[src/rtl/cpu_arb_pkg.sv]
// Shared types and helpers for the CPU bus arbiter.
// State encoding, the index-width helper and the bus turnaround length.
package cpu_arb_pkg;

  typedef enum logic [1:0] {
    IDLE    = 2'd0,
    GRANT   = 2'd1,
    RELEASE = 2'd2
  } arb_state_t;

  localparam int ARB_TURNAROUND = 1;

  function automatic int idw(input int n);
    return $clog2(n);
  endfunction

endpackage

[src/rtl/cpu_arb_rr_pick.sv]
// Rotating priority encoder: first set request at or after rr_ptr, wrapping.
module cpu_arb_rr_pick
  import cpu_arb_pkg::*;
#(
  parameter  int NREQ = 4,
  localparam int IW   = idw(NREQ)
) (
  input  logic [NREQ-1:0] req,
  input  logic [IW-1:0]   rr_ptr,
  output logic            valid,
  output logic [IW-1:0]   pick
);

  int          sum;
  logic [IW-1:0] idx;

  // Scan from the farthest offset down so the closest hit to rr_ptr wins.
  always_comb begin
    valid = |req;
    pick  = '0;
    sum   = 0;
    idx   = '0;
    for (int i = NREQ - 1; i >= 0; i--) begin
      sum = int'(rr_ptr) + i;
      if (sum >= NREQ) sum = sum - NREQ;
      idx = IW'(sum);
      if (req[idx]) pick = idx;
    end
  end

endmodule

[src/rtl/cpu_bus_arbiter.sv]
// Round-robin bus arbiter with bounded hold time and a one-cycle turnaround gap.
// Optional macro ARB_STATS_EN adds a saturating forced-release counter (timeout_cnt).
module cpu_bus_arbiter
  import cpu_arb_pkg::*;
#(
  parameter  int NREQ     = 4,
  parameter  int HOLD_MAX = 8,
  localparam int IW       = idw(NREQ)
) (
  input  logic            clk,
  input  logic            rst,
  input  logic [NREQ-1:0] req,
  input  logic [NREQ-1:0] done,
  output logic [NREQ-1:0] gnt,
  output logic [IW-1:0]   gnt_id,
  output logic            busy,
  output logic            timeout
`ifdef ARB_STATS_EN
  ,
  output logic [7:0]      timeout_cnt
`endif
);

  localparam logic [7:0] HOLD_LIM = 8'(HOLD_MAX - 1);

  arb_state_t    state;
  logic [IW-1:0] rr_ptr;
  logic [7:0]    hold_cnt;
  logic          pick_valid;
  logic [IW-1:0] pick;
  logic [IW-1:0] next_ptr;
  logic          owner_end;
  logic          at_limit;
  logic          force_rel;

  cpu_arb_rr_pick #(.NREQ(NREQ)) u_pick (
    .req    (req),
    .rr_ptr (rr_ptr),
    .valid  (pick_valid),
    .pick   (pick)
  );

  // A normal end (done or dropped request) takes precedence over the hold limit.
  assign owner_end = done[gnt_id] | ~req[gnt_id];
  assign at_limit  = (hold_cnt == HOLD_LIM);
  assign force_rel = (state == GRANT) & at_limit & ~owner_end;
  assign next_ptr  = (gnt_id == IW'(NREQ - 1)) ? '0 : gnt_id + 1'b1;
  assign busy      = (state != IDLE);

  always_ff @(posedge clk or posedge rst) begin
    if (rst) begin
      state    <= IDLE;
      gnt      <= '0;
      gnt_id   <= '0;
      hold_cnt <= '0;
      rr_ptr   <= '0;
      timeout  <= 1'b0;
    end else begin
      timeout <= 1'b0;
      case (state)
        IDLE: begin
          if (pick_valid) begin
            state    <= GRANT;
            gnt      <= NREQ'(1) << pick;
            gnt_id   <= pick;
            hold_cnt <= '0;
          end
        end
        GRANT: begin
          if (!at_limit) hold_cnt <= hold_cnt + 8'd1;
          if (owner_end || at_limit) begin
            state   <= RELEASE;
            gnt     <= '0;
            gnt_id  <= '0;
            rr_ptr  <= next_ptr;
            timeout <= ~owner_end;
          end
        end
        RELEASE: state <= IDLE;
        default: state <= IDLE;
      endcase
    end
  end

`ifdef ARB_STATS_EN
  always_ff @(posedge clk or posedge rst) begin
    if (rst)
      timeout_cnt <= '0;
    else if (force_rel && timeout_cnt != 8'hFF)
      timeout_cnt <= timeout_cnt + 8'd1;
  end
`else
  logic unused_force_rel;
  assign unused_force_rel = force_rel;
`endif

endmodule

[config.mk]
export PLATFORM = sky130hd
export DESIGN_NAME = cpu_bus_arbiter
export DESIGN_NICKNAME = d
export VERILOG_FILES = /design/src/rtl/cpu_arb_pkg.sv /design/src/rtl/cpu_arb_rr_pick.sv /design/src/rtl/cpu_bus_arbiter.sv
export SDC_FILE = /design/constraint.sdc
export NUM_CORES = 1
export LEC_CHECK = 0
export ABC_AREA = 1
export BUFFER_PORTS_ARGS = -buffer_cell sky130_fd_sc_hd__buf_2
export CORE_MARGIN = 8
export CORE_UTILIZATION = 50
export DETAILED_ROUTE_END_ITERATION = 10
export HOLD_SLACK_MARGIN = 0.15
export PLACE_DENSITY = 0.84
export SYNTH_ARGS = -nofsm -noshare
export SYNTH_HDL_FRONTEND = slang
export SYNTH_SLANG_ARGS = --single-unit
[constraint.sdc]
create_clock -name clk -period 1.4 [get_ports clk]
set_input_delay 0.07 -clock clk [delete_from_list [all_inputs] [get_ports clk]]
set_output_delay 0.07 -clock clk [all_outputs]
set_load 0.02 [all_outputs]
==> impl_results.md, run 1 <==
* Status: finished with violations
* Failing checks: setup timing
* Root Buffer: clkbuf_4
* Final RePlAce weighted congestion at 0.896
* Post-synth top cells: nand2_1 (50), inv_1 (23), dfrtp_1 (19)
* Worst clock skew at 0.0145 ns
* CTS max path bufs at 2
* Design area at 1540 um2
* Largest net degree at the start of global routing at 20
* Total power at 3090 uW
* CTS tree: done
* Maximum clock frequency at 695 MHz
* Leakage power at 0.000835 uW
* Power density cells at 2010 nW/um2
* DR WL/cell at 13.2 um
* Hold Crit Class: in2reg
* Period minus WS final at 1.44 ns
* Final Hold Vio Count at 0
* Top FF cell, synth: dfrtp_1
* Worst skew pair latency at 0.31 ns
* Die Width at 64.2 um
* Avg Inst Size Synth at 7.20 um2
* Die ar. at 4120 um2
* Final #Nets at 211
* GRT Residual Overflow at 0
* Number of synthesized flops with an enable pin at 0
* Via-per-instance ratio at 5.30
* Yosys Warn Count at 0
* Cells after synthesis at 161
* Final wirelength at 2.98 mm
* Initial DRC Count at 51
* Clock Sinks at 19
* CP Data Required Time at 1.61 ns
* IO Pins at 18
* Sequential fraction of the synthesis area at 0.410
* Final WS setup at -0.0397 ns
* CP startpoint kind: register
* P&R area growth vs syn at 32.8%
* Global Route Usage Sum at 0.133
* RSZ-0062 raised after global routing: true
* Port-buffer cells at 17
* DR pass1 iterations at 4
* Arrival @ worst endpoint at 1.65 ns
* Worst Tran Pin Value at 0.295 ns
* Simple-Gate Fraction of Synth Area at 0.378
* Compound-Gate Fraction of Synth Area at 0.0690
* Clk slew on worst S/H paths at 0.11 ns
* Number of global-route vias before repair at 1101
* Die Ht at 64.2 um
* Residual DRC at 0
* Fraction of registers with async set/reset at 1.00
* Most common cell in the netlist: nand2_1
* Worst setup path class: reg2reg
* # fillers at 171
* WHS at 0.216 ns
* Top-area cell type share of the netlist area at 0.410
* Leading area contributor after synthesis: dfrtp_1
* Row cnt at 17
* Peak supply drop at 1500 uV
* CTS Buf Count at 3
* Count of final setup violators at 8
* H-tree depth at 1
* Yosys cell types at 24
* Adder-cell share of the synthesized area at 0.0216
* # diodes at 0
* Via Count at 1198
* Core Region at 2210 um2
* Fin crit share at 1.03
* First-pass GRT wire length at 4.55 mm
* Setup crit end kind: register
* Ratio of cells with drive above 1 in the final layout at 0.399
* Crit Path Max Fanout at 5
* Worst relative slew slack at 0.803
* Initial Util at 0.524
* Yosys reg bits at 19
* Post-DP Area at 1370 um2
* Antenna violations before repair at 0
* Final ANT Viol Nets at 0
* Main combinational cell family by area after synthesis: simple AND/OR/NAND/NOR gates
* Post-Synth XOR/XNOR Area at 0.0302
* Hpwl dp at 2.13 mm
* Slew Limit Fails at 0
* Multiplexer share of the synthesized area at 0
* Top post-synthesis cells by area: dfrtp_1 (41%), nand2_1 (16%), nand3_1 (7.8%)
* Max-Cap Viols at 0
* Syn Nets at 173
* Synthesized area at 1160 um2
[final timing paths]
path,start,end,slack (ns),depth (start not counted)
setup / recovery,hold_cnt[0],hold_cnt[3],-0.04,10
max in group asynchronous,rst,rr_ptr[1],0.86,4
hold reg to reg,gnt[0],gnt[0],0.51,2
hold / removal,done[3],timeout,0.22,6
setup reg to reg,hold_cnt[0],hold_cnt[3],-0.04,10
min in group asynchronous,rst,gnt[3],0.30,4
[flip-flops by register name (all words and copies together) (netlist names)]
name      cells
hold_cnt      8
gnt           4
gnt_id        2
rr_ptr        2
state         2
timeout       1
[kinds of logic after synthesis]
family,count (synthesis)
and+or+nand+nor,94
buffers and inverters,27
DFF,19
AOI/OAI and AO/OA,15
xor gates and xnor gates,4
adders and majority gates,2
[through the flow]
stage                     setup WS [ns]   util  instances  TNS, ns
after floorplan                  0.0106      -        161        0
after global placement         -0.00929  0.619        218  -0.0132
after detailed placement        -0.0800  0.619        218   -0.261
after CTS                       0.00268  0.644        224        0
after global routing             -0.169  0.696        226    -1.25
final                           -0.0397  0.696        226   -0.155
[per-layer routing]
metal  up-vias  GRT usage  part of all wire
met4         0     0.0409            0.0091
met2        34      0.240              0.54
met1       570      0.145              0.40
met3         6     0.0418             0.057
met5         -          0                 0
li1        588          -                 -
[worst max-delay path, stage by stage (launching register included)]
cell and delay, ns:
dfrtp_1 0.37, ha_2 0.19, nand2_2 0.06, nor3_2 0.17, nand2_2 0.13, nand2_4 0.10
nand2_4 0.07, inv_4 0.08, nor2_4 0.04, nor2_1 0.09, nor2_1 0.06
[where the power goes]
group          total [uW]  switching (uW)  internal (uW)  leakage (uW)
Sequential            838             144            694      0.000250
Combinational        1980            1240            743      0.000567
Clock                 275             168            107     0.0000177
Total                3090            1550           1540      0.000835
[what timing repair did]
action / in CTS / in global routing
hold buffers: 1 / 0
setup endpoints to repair: 7 / 16
setup buffers: 1 / 2
pin swaps: 0 / 8
resized for setup: 6 / 35
hold endpoints to repair: 19 / 0
[cells in the final DEF, fill, tap and decap left out, types with 5 or more instances in the layout]
cell,count
buf_2,17
buf_4,14
dfrtp_1,17
inv_1,19
nand2_1,39
nand2_2,13
nand2_4,5
nand3_1,14
nand3_2,5
nor2_1,5
o21ai_0,5
[final cells by class]
type,instances,area [um2],area share
clock buffer,3,22.5,0.0146
clock inverter,1,5.00,0.00325
inverter,26,105,0.0682
multi-input combinational,115,672,0.436
sequential,19,478,0.310
tap,28,35.0,0.0227
timing repair buffer,34,223,0.145
Power figures use the tool's default switching activity.
==> run 2, diff against run 1 <==
--- a/config.mk
+++ b/config.mk
@@ -10,8 +10,10 @@
 export CORE_MARGIN = 8
 export CORE_UTILIZATION = 50
 export DETAILED_ROUTE_END_ITERATION = 10
+export GPL_TIMING_DRIVEN = 0
 export HOLD_SLACK_MARGIN = 0.15
 export PLACE_DENSITY = 0.84
+export RECOVER_POWER = 50
 export SYNTH_ARGS = -nofsm -noshare
 export SYNTH_HDL_FRONTEND = slang
 export SYNTH_SLANG_ARGS = --single-unit
==> run 2 against run 1 <==
Against the previous run: the run still ends with setup timing left; clock-buffer cell count did not move; clock power up 6%; sequential share of layout area is 2.4 points higher; first-iteration DRC count fell by 25%; worst hold slack gained 0.025 ns; combinational power fell by 17%; critical path type unchanged.
==> impl_results.md, run 2 (synthesis gave the netlist of run 1 again) <==
* Status: finished with violations (unchanged)
* Failing checks: setup timing (unchanged)
* Fin crit share at 1.05 (was 1.03)
* Peak supply drop at 1130 uV (was 1500 uV)
* DR WL/cell at 12.8 um (was 13.2 um)
* Most common cell after layout, fill and taps aside: nand2_1 (unchanged)
* Die Ht at 64.2 um (unchanged)
* GRT Residual Overflow at 0 (unchanged)
* Via Count at 1125 (was 1198)
* Count of final setup violators at 9 (was 8)
* Die Width at 64.2 um (unchanged)
* Largest Register: hold_cnt (unchanged)
* CTS max path bufs at 2 (unchanged)
* Post-Place Cells at 206 (was 218)
* Largest delay share family, worst path: simple AND/OR/NAND/NOR gates (unchanged)
* Crit Path Max Fanout at 6 (was 5)
* Largest registers: hold_cnt: 8 flops, gnt: 4 flops (unchanged)
* Final RePlAce weighted congestion at 0.897 (was 0.896)
* Hpwl dp at 1.93 mm (was 2.13 mm)
* Leakage power at 0.000775 uW (was 0.000835 uW)
* Design area at 1430 um2 (was 1540 um2)
* Max-Cap Viols at 0 (unchanged)
* Worst path slowest cell: dfrtp_1 (unchanged)
* Root Buffer: clkbuf_4 (unchanged)
* Max reg flops at 8 (unchanged)
* Arrival @ worst endpoint at 1.68 ns (was 1.65 ns)
* # diodes at 0 (unchanged)
* DR pass1 iterations at 6 (was 4)
* Initial DRC Count at 38 (was 51)
* Worst skew pair latency at 0.31 ns (about the same)
* H-tree depth at 1 (unchanged)
* CP Data Required Time at 1.61 ns (about the same)
* Number of global-route vias before repair at 1063 (was 1101)
* Ratio of cells with drive above 1 in the final layout at 0.268 (was 0.399)
* Crit-path max cell delay at 0.43 ns (was 0.37 ns)
* Row cnt at 17 (unchanged)
* Setup crit end kind: register (unchanged)
* Hold Crit Class: in2reg (unchanged)
* Total power at 2750 uW (was 3090 uW)
* CP startpoint kind: register (unchanged)
* Core Util, Final at 0.646 (was 0.696)
* Maximum clock frequency at 681 MHz (was 695 MHz)
* Final WS setup at -0.0684 ns (was -0.0397 ns)
* Initial Util at 0.524 (unchanged)
* Global Route Usage Sum at 0.130 (was 0.133)
* Final ANT Viol Nets at 0 (unchanged)
* Via-per-instance ratio at 5.16 (was 5.30)
* Clk slew on worst S/H paths at 0.12 ns (was 0.11 ns)
* CP Buf/Inv Count at 1 (unchanged)
* Residual DRC at 0 (unchanged)
* Clock Sinks at 19 (unchanged)
* Worst clock skew at 0.00700 ns (was 0.0145 ns)
* Worst setup path class: reg2reg (unchanged)
* First-pass GRT wire length at 4.44 mm (was 4.55 mm)
* Final Hold Vio Count at 0 (unchanged)
* # fillers at 179 (was 171)
* Final wirelength at 2.78 mm (was 2.98 mm)
* Period minus WS final at 1.47 ns (was 1.44 ns)
* CTS Buf Count at 3 (unchanged)
* Final cell count without fillers at 218 (was 226)
* IO Pins at 18 (unchanged)
* Worst relative slew slack at 0.511 (was 0.803)
* Final #Nets at 203 (was 211)
* CTS tree: done (unchanged)
* Antenna violations before repair at 0 (unchanged)
* Port-buffer cells at 17 (unchanged)
* RSZ-0062 raised after global routing: true (unchanged)
* P&R area growth vs syn at 23.3% (was 32.8%)
* Largest net degree at the start of global routing at 20 (unchanged)
* Crit-path cells: ha_4, nand2_4, nor3_2, nand2_2, nand2_4, nand2_4, clkinv_4, nor2_4, nand2_2, nand2_2, nor2_2 (was ha_2, nand2_2, nor3_2, nand2_2, nand2_4, nand2_4, inv_4, nor2_4, nor2_1, nor2_1)
* Most frequent cells in the layout: nand2_1 (45), inv_1 (23), dfrtp_1 (17) (was nand2_1 (39), inv_1 (19), dfrtp_1 (17), buf_2 (17))
* Slew Limit Fails at 0 (unchanged)
* Post-DP Area at 1280 um2 (was 1370 um2)
* Power density cells at 1920 nW/um2 (was 2010 nW/um2)
* Worst Tran Pin Value at 0.732 ns (was 0.295 ns)
* Core Region at 2210 um2 (unchanged)
* Die ar. at 4120 um2 (unchanged)
==> run 2: cell types whose count changed in the layout (fill, tap and decap cells not counted), sizes merged <==
| cell | previous run | this run |
|---|---|---|
| buf | 33 | 20 |
| clkinv | 1 | 2 |
| inv | 26 | 25 |
| clkbuf | 3 | 8 |
==> run 2: final timing paths <==
path | startpoint | to | slack (ns) | cells past startpoint
max | hold_cnt[0] | hold_cnt[3] | -0.07 | 11
min | done[2] | timeout | 0.24 | 5
max reg2reg | hold_cnt[0] | hold_cnt[3] | -0.07 | 11
min reg2reg | gnt[0] | gnt[0] | 0.50 | 2
max in group asynchronous | rst | rr_ptr[1] | 0.49 | 3
min in group asynchronous | rst | gnt[0] | 0.41 | 3
==> run 2: what timing repair did <==
action	4_1_cts	5_1_grt
hold buffers	1	0
pin swaps	1	3
setup endpoints to repair	12	14
hold endpoints to repair	19	0
buffers inserted	2	5
resized for setup	6	14
==> run 2: tightest hold or removal path: stages <==
cell and delay (ns):
buf_2 0.07, nand3b_1 0.09, nand3_1 0.11, nand2_1 0.12, nor3_1 0.05
==> run 2: final cells by class <==
cell class                 instances  area, um2  share of cell area
buffer                             1       11.3             0.00787
clock buffer                       3       22.5              0.0157
clock inverter                     1       5.00             0.00350
inverter                          26        103              0.0717
multi-input combinational        115        634               0.444
sequential                        19        478               0.334
tap                               28       35.0              0.0245
timing repair buffer              25        141              0.0989
==> run 2: stage by stage <==
stage / setup slack, ns / hold WS, ns / TNS (ns)
finish: -0.0684 / 0.241 / -0.331
global route: -0.149 / 0.256 / -1.53
floorplan: 0.0106 / 0.0211 / 0
global placement: -0.0921 / 0.213 / -0.447
CTS: -0.00882 / 0.197 / -0.00882
detailed placement: -0.115 / 0.235 / -0.747
==> run 2: routing by layer <==
metal	vias up	share of wire	wire (um)	track usage
li1	565	-	-	-
met1	514	0.45	1260	0.160
met2	40	0.47	1320	0.218
met3	6	0.058	162	0.0331
met4	0	0.014	40	0.0409
met5	-	0	0	0
==> run 2: where the power goes <==
part | switching [uW] | internal, uW | leakage, uW
sequential | 126 | 693 | 0.000250
clock | 186 | 107 | 0.0000177
combinational | 1060 | 580 | 0.000507
total | 1370 | 1380 | 0.000775
==> run 3, diff against run 2 <==
--- a/config.mk
+++ b/config.mk
@@ -16,4 +16,5 @@
 export RECOVER_POWER = 50
 export SYNTH_ARGS = -nofsm -noshare
 export SYNTH_HDL_FRONTEND = slang
+export SYNTH_HIERARCHICAL = 1
 export SYNTH_SLANG_ARGS = --single-unit
==> run 3 against run 2 <==
Against the previous run: the flow still finishes with violations (setup timing); synthesized cell count grew 8.7%; sequential power increased by 6.8%; utilization shrank 1.0 points; non-clock buffer count increased by 1; highest routed layer is now met3.
==> impl_results.md, run 3 <==
* Die Ht at 65.2 um (was 64.2 um)
* Number of synthesized flops with an enable pin at 0 (unchanged)
* Sequential power share at 0.284 (was 0.298)
* Worst setup path class: reg2reg (unchanged)
* Clock Sinks at 19 (unchanged)
* First-pass GRT wire length at 4.72 mm (was 4.44 mm)
* Post-route setup TNS at -0.0610 ns (was -0.331 ns)
* Via Count at 1192 (was 1125)
* Ratio of cells with drive above 1 in the final layout at 0.296 (was 0.268)
* DR WL/cell at 11.9 um (was 12.8 um)
* R2r setup slk at -0.03 ns (was -0.07 ns)
* # fillers at 222 (was 179)
* Most common cell in the netlist: nand2_1 (unchanged)
* CTS Buf Count at 3 (unchanged)
* Core Region at 2390 um2 (was 2210 um2)
* Top FF cell, synth: dfrtp_1 (unchanged)
* Largest Register: hold_cnt (unchanged)
* Row cnt at 18 (was 17)
* WHS at 0.258 ns (was 0.241 ns)
* Yosys cell types at 25 (was 24)
* Fin crit share at 1.02 (was 1.05)
* Most common cell after layout, fill and taps aside: nand2_1 (unchanged)
* Port-buffer cells at 17 (unchanged)
* Hpwl dp at 1.97 mm (was 1.93 mm)
* Hold Crit Class: in2reg (unchanged)
* IO Pins at 18 (unchanged)
* Final #Nets at 219 (was 203)
* Largest net degree at the start of global routing at 20 (unchanged)
* Arrival @ worst endpoint at 1.64 ns (was 1.68 ns)
* Crit Path Max Fanout at 8 (was 6)
* Synthesized area at 1210 um2 (was 1160 um2)
* Max reg flops at 8 (unchanged)
* Residual DRC at 0 (unchanged)
* Max-Cap Viols at 0 (unchanged)
* Clk slew on worst S/H paths at 0.11 ns (was 0.12 ns)
* Clock group share of total power at 0.093 (was 0.106)
* Largest registers: hold_cnt: 8 flops, gnt: 4 flops (unchanged)
* Sequential fraction of the synthesis area at 0.392 (was 0.410)
* Top-area cell type share of the netlist area at 0.392 (was 0.410)
* Via-per-instance ratio at 5.05 (was 5.16)
* Die ar. at 4260 um2 (was 4120 um2)
* Power density cells at 2030 nW/um2 (was 1920 nW/um2)
* Design area at 1520 um2 (was 1430 um2)
* Final WS setup at -0.0342 ns (was -0.0684 ns)
* Period minus WS final at 1.43 ns (was 1.47 ns)
* Leakage power at 0.000808 uW (was 0.000775 uW)
* # diodes at 0 (unchanged)
* CP startpoint kind: register (unchanged)
* CTS tree: done (unchanged)
* CP Data Required Time at 1.61 ns (about the same)
* Cells after synthesis at 175 (was 161)
* Yosys reg bits at 19 (unchanged)
* Pre-CTS WS at -0.122 ns (was -0.115 ns)
* Avg Inst Size Synth at 6.93 um2 (was 7.20 um2)
* Peak supply drop at 1310 uV (was 1130 uV)
* Initial DRC Count at 47 (was 38)
* DR pass1 iterations at 4 (was 6)
* Global Route Usage Sum at 0.135 (was 0.130)
* GRT Residual Overflow at 0 (unchanged)
* P&R area growth vs syn at 25.3% (was 23.3%)
* Final ANT Viol Nets at 0 (unchanged)
* Failing checks: setup timing (unchanged)
* Final wirelength at 2.82 mm (was 2.78 mm)
* Root Buffer: clkbuf_4 (unchanged)
* Leading area contributor after synthesis: dfrtp_1 (unchanged)
* Post-DP Area at 1340 um2 (was 1280 um2)
* Worst clock skew at 0.00517 ns (was 0.00700 ns)
* Die Width at 65.2 um (was 64.2 um)
* RSZ-0062 raised after global routing: true (unchanged)
* Setup crit end kind: register (unchanged)
* Worst Tran Pin Value at 0.728 ns (was 0.732 ns)
* Most frequent cells in the layout: nand2_1 (55), inv_1 (20), nand3_1 (18) (was nand2_1 (45), inv_1 (23), dfrtp_1 (17))
* Net Sw Power at 1540 uW (was 1370 uW)
* Initial Util at 0.508 (was 0.524)
* Fraction of registers with async set/reset at 1.00 (unchanged)
* Combinational Power Share at 0.623 (was 0.596)
* Top post-synthesis cells by area: dfrtp_1 (39%), nand2_1 (20%), nand3_1 (9.9%) (was dfrtp_1 (41%), nand2_1 (16%), nand3_1 (7.8%))
* Sw Share at 0.501 (was 0.499)
* Final Hold Vio Count at 0 (unchanged)
* Worst skew pair latency at 0.30 ns (was 0.31 ns)
* Yosys Warn Count at 6 (was 0)
* Number of global-route vias before repair at 1142 (was 1063)
* H-tree depth at 1 (unchanged)
* CTS max path bufs at 2 (unchanged)
* Maximum clock frequency at 697 MHz (was 681 MHz)
* Syn Nets at 187 (was 173)
* Core Util, Final at 0.636 (was 0.646)
* Count of final setup violators at 4 (was 9)
* Status: finished with violations (unchanged)
* Final RePlAce weighted congestion at 0.849 (was 0.897)
* Slew Limit Fails at 0 (unchanged)
* Antenna violations before repair at 0 (unchanged)
* Worst relative slew slack at 0.514 (was 0.511)
* Post-synth top cells: nand2_1 (65), inv_1 (25), nand3_1 (24) (was nand2_1 (50), inv_1 (23), dfrtp_1 (19))
* Design internal power at 1540 uW (was 1380 uW)
run 3: cell count changes after synthesis, moves of 2 or more:
cell / previous run / this run
nand2_1: 50 / 65
nand3_1: 18 / 24
nand2_2: 5 / 1
nor2_1: 7 / 11
o21ai_0: 7 / 3
nor3_1: 4 / 1
inv_1: 23 / 25
nor2_2: 2 / 0
o21ai_1: 2 / 4
run 3: path summary, 6_finish.rpt:
check,endpoint,start,cells past startpoint
max in group asynchronous,rr_ptr[1],rst,3
max,gnt_id[1],rr_ptr[0],11
min in group asynchronous,gnt[2],rst,3
min reg2reg,gnt[2],gnt[2],2
min,timeout,done[2],6
max reg2reg,gnt_id[1],rr_ptr[0],11
run 3: worst max-delay path, stage by stage (launching register included):
cell and delay, ns:
dfrtp_2 0.48, inv_4 0.11, nand2_1 0.07, nand2_2 0.08, nand2_2 0.05, nand2_2 0.08, nand3_2 0.08, nand3_2 0.08
nand2_4 0.07, buf_4 0.13, nand2_1 0.05, nand2_1 0.05
run 3: cell families after synthesis:
group	count (synthesis)	synth area share
flip-flops	19	0.392
adder cells (fa/ha/maj)	2	0.0206
AO/OA/AOI/OAI	13	0.0702
AND/OR/NAND/NOR	111	0.416
XOR/XNOR	2	0.0145
buffers and inverters	28	0.0867
run 3: layout make-up:
class / count / area, um2 / area share
multi-input cells: 128 / 712 / 0.469
flip-flops and latches: 19 / 479 / 0.315
inverters: 28 / 108 / 0.0708
clock buffers: 4 / 26.3 / 0.0173
repair buffers: 27 / 156 / 0.103
well taps: 30 / 37.5 / 0.0247
run 3: power groups by stage:
stage / registers (uW) / clock network, uW / logic (uW)
finish: 875 / 285 / 1920
global route: 905 / 320 / 2160
CTS: 857 / 296 / 1660
detailed placement: 875 / 0 / 1480
global placement: 870 / 0 / 1440
floorplan: 903 / 0 / 1110
run 3: through the flow:
stage          std cells  total power, uW
6_report             236             3080
5_1_grt              236             3380
4_1_cts              231             2810
3_5_place_dp         222             2350
3_3_place_gp         222             2310
2_1_floorplan        175             2010
run 3: what timing repair did:
item	in CTS	in global routing
endpoints found under the hold margin	19	0
gates resized for setup	13	16
setup buffers	4	5
hold buffers	1	0
endpoints found under the setup margin	16	14
pin swaps	5	11
run 3: per-layer routing:
layer | part of all wire | vias to the layer above | wire length (um) | GRT usage
met5 | 0 | - | 0 | 0
met4 | 0 | 0 | 0 | 0.0163
met1 | 0.43 | 552 | 1200 | 0.150
met2 | 0.52 | 19 | 1460 | 0.247
met3 | 0.055 | 0 | 155 | 0.0476
li1 | - | 621 | - | -
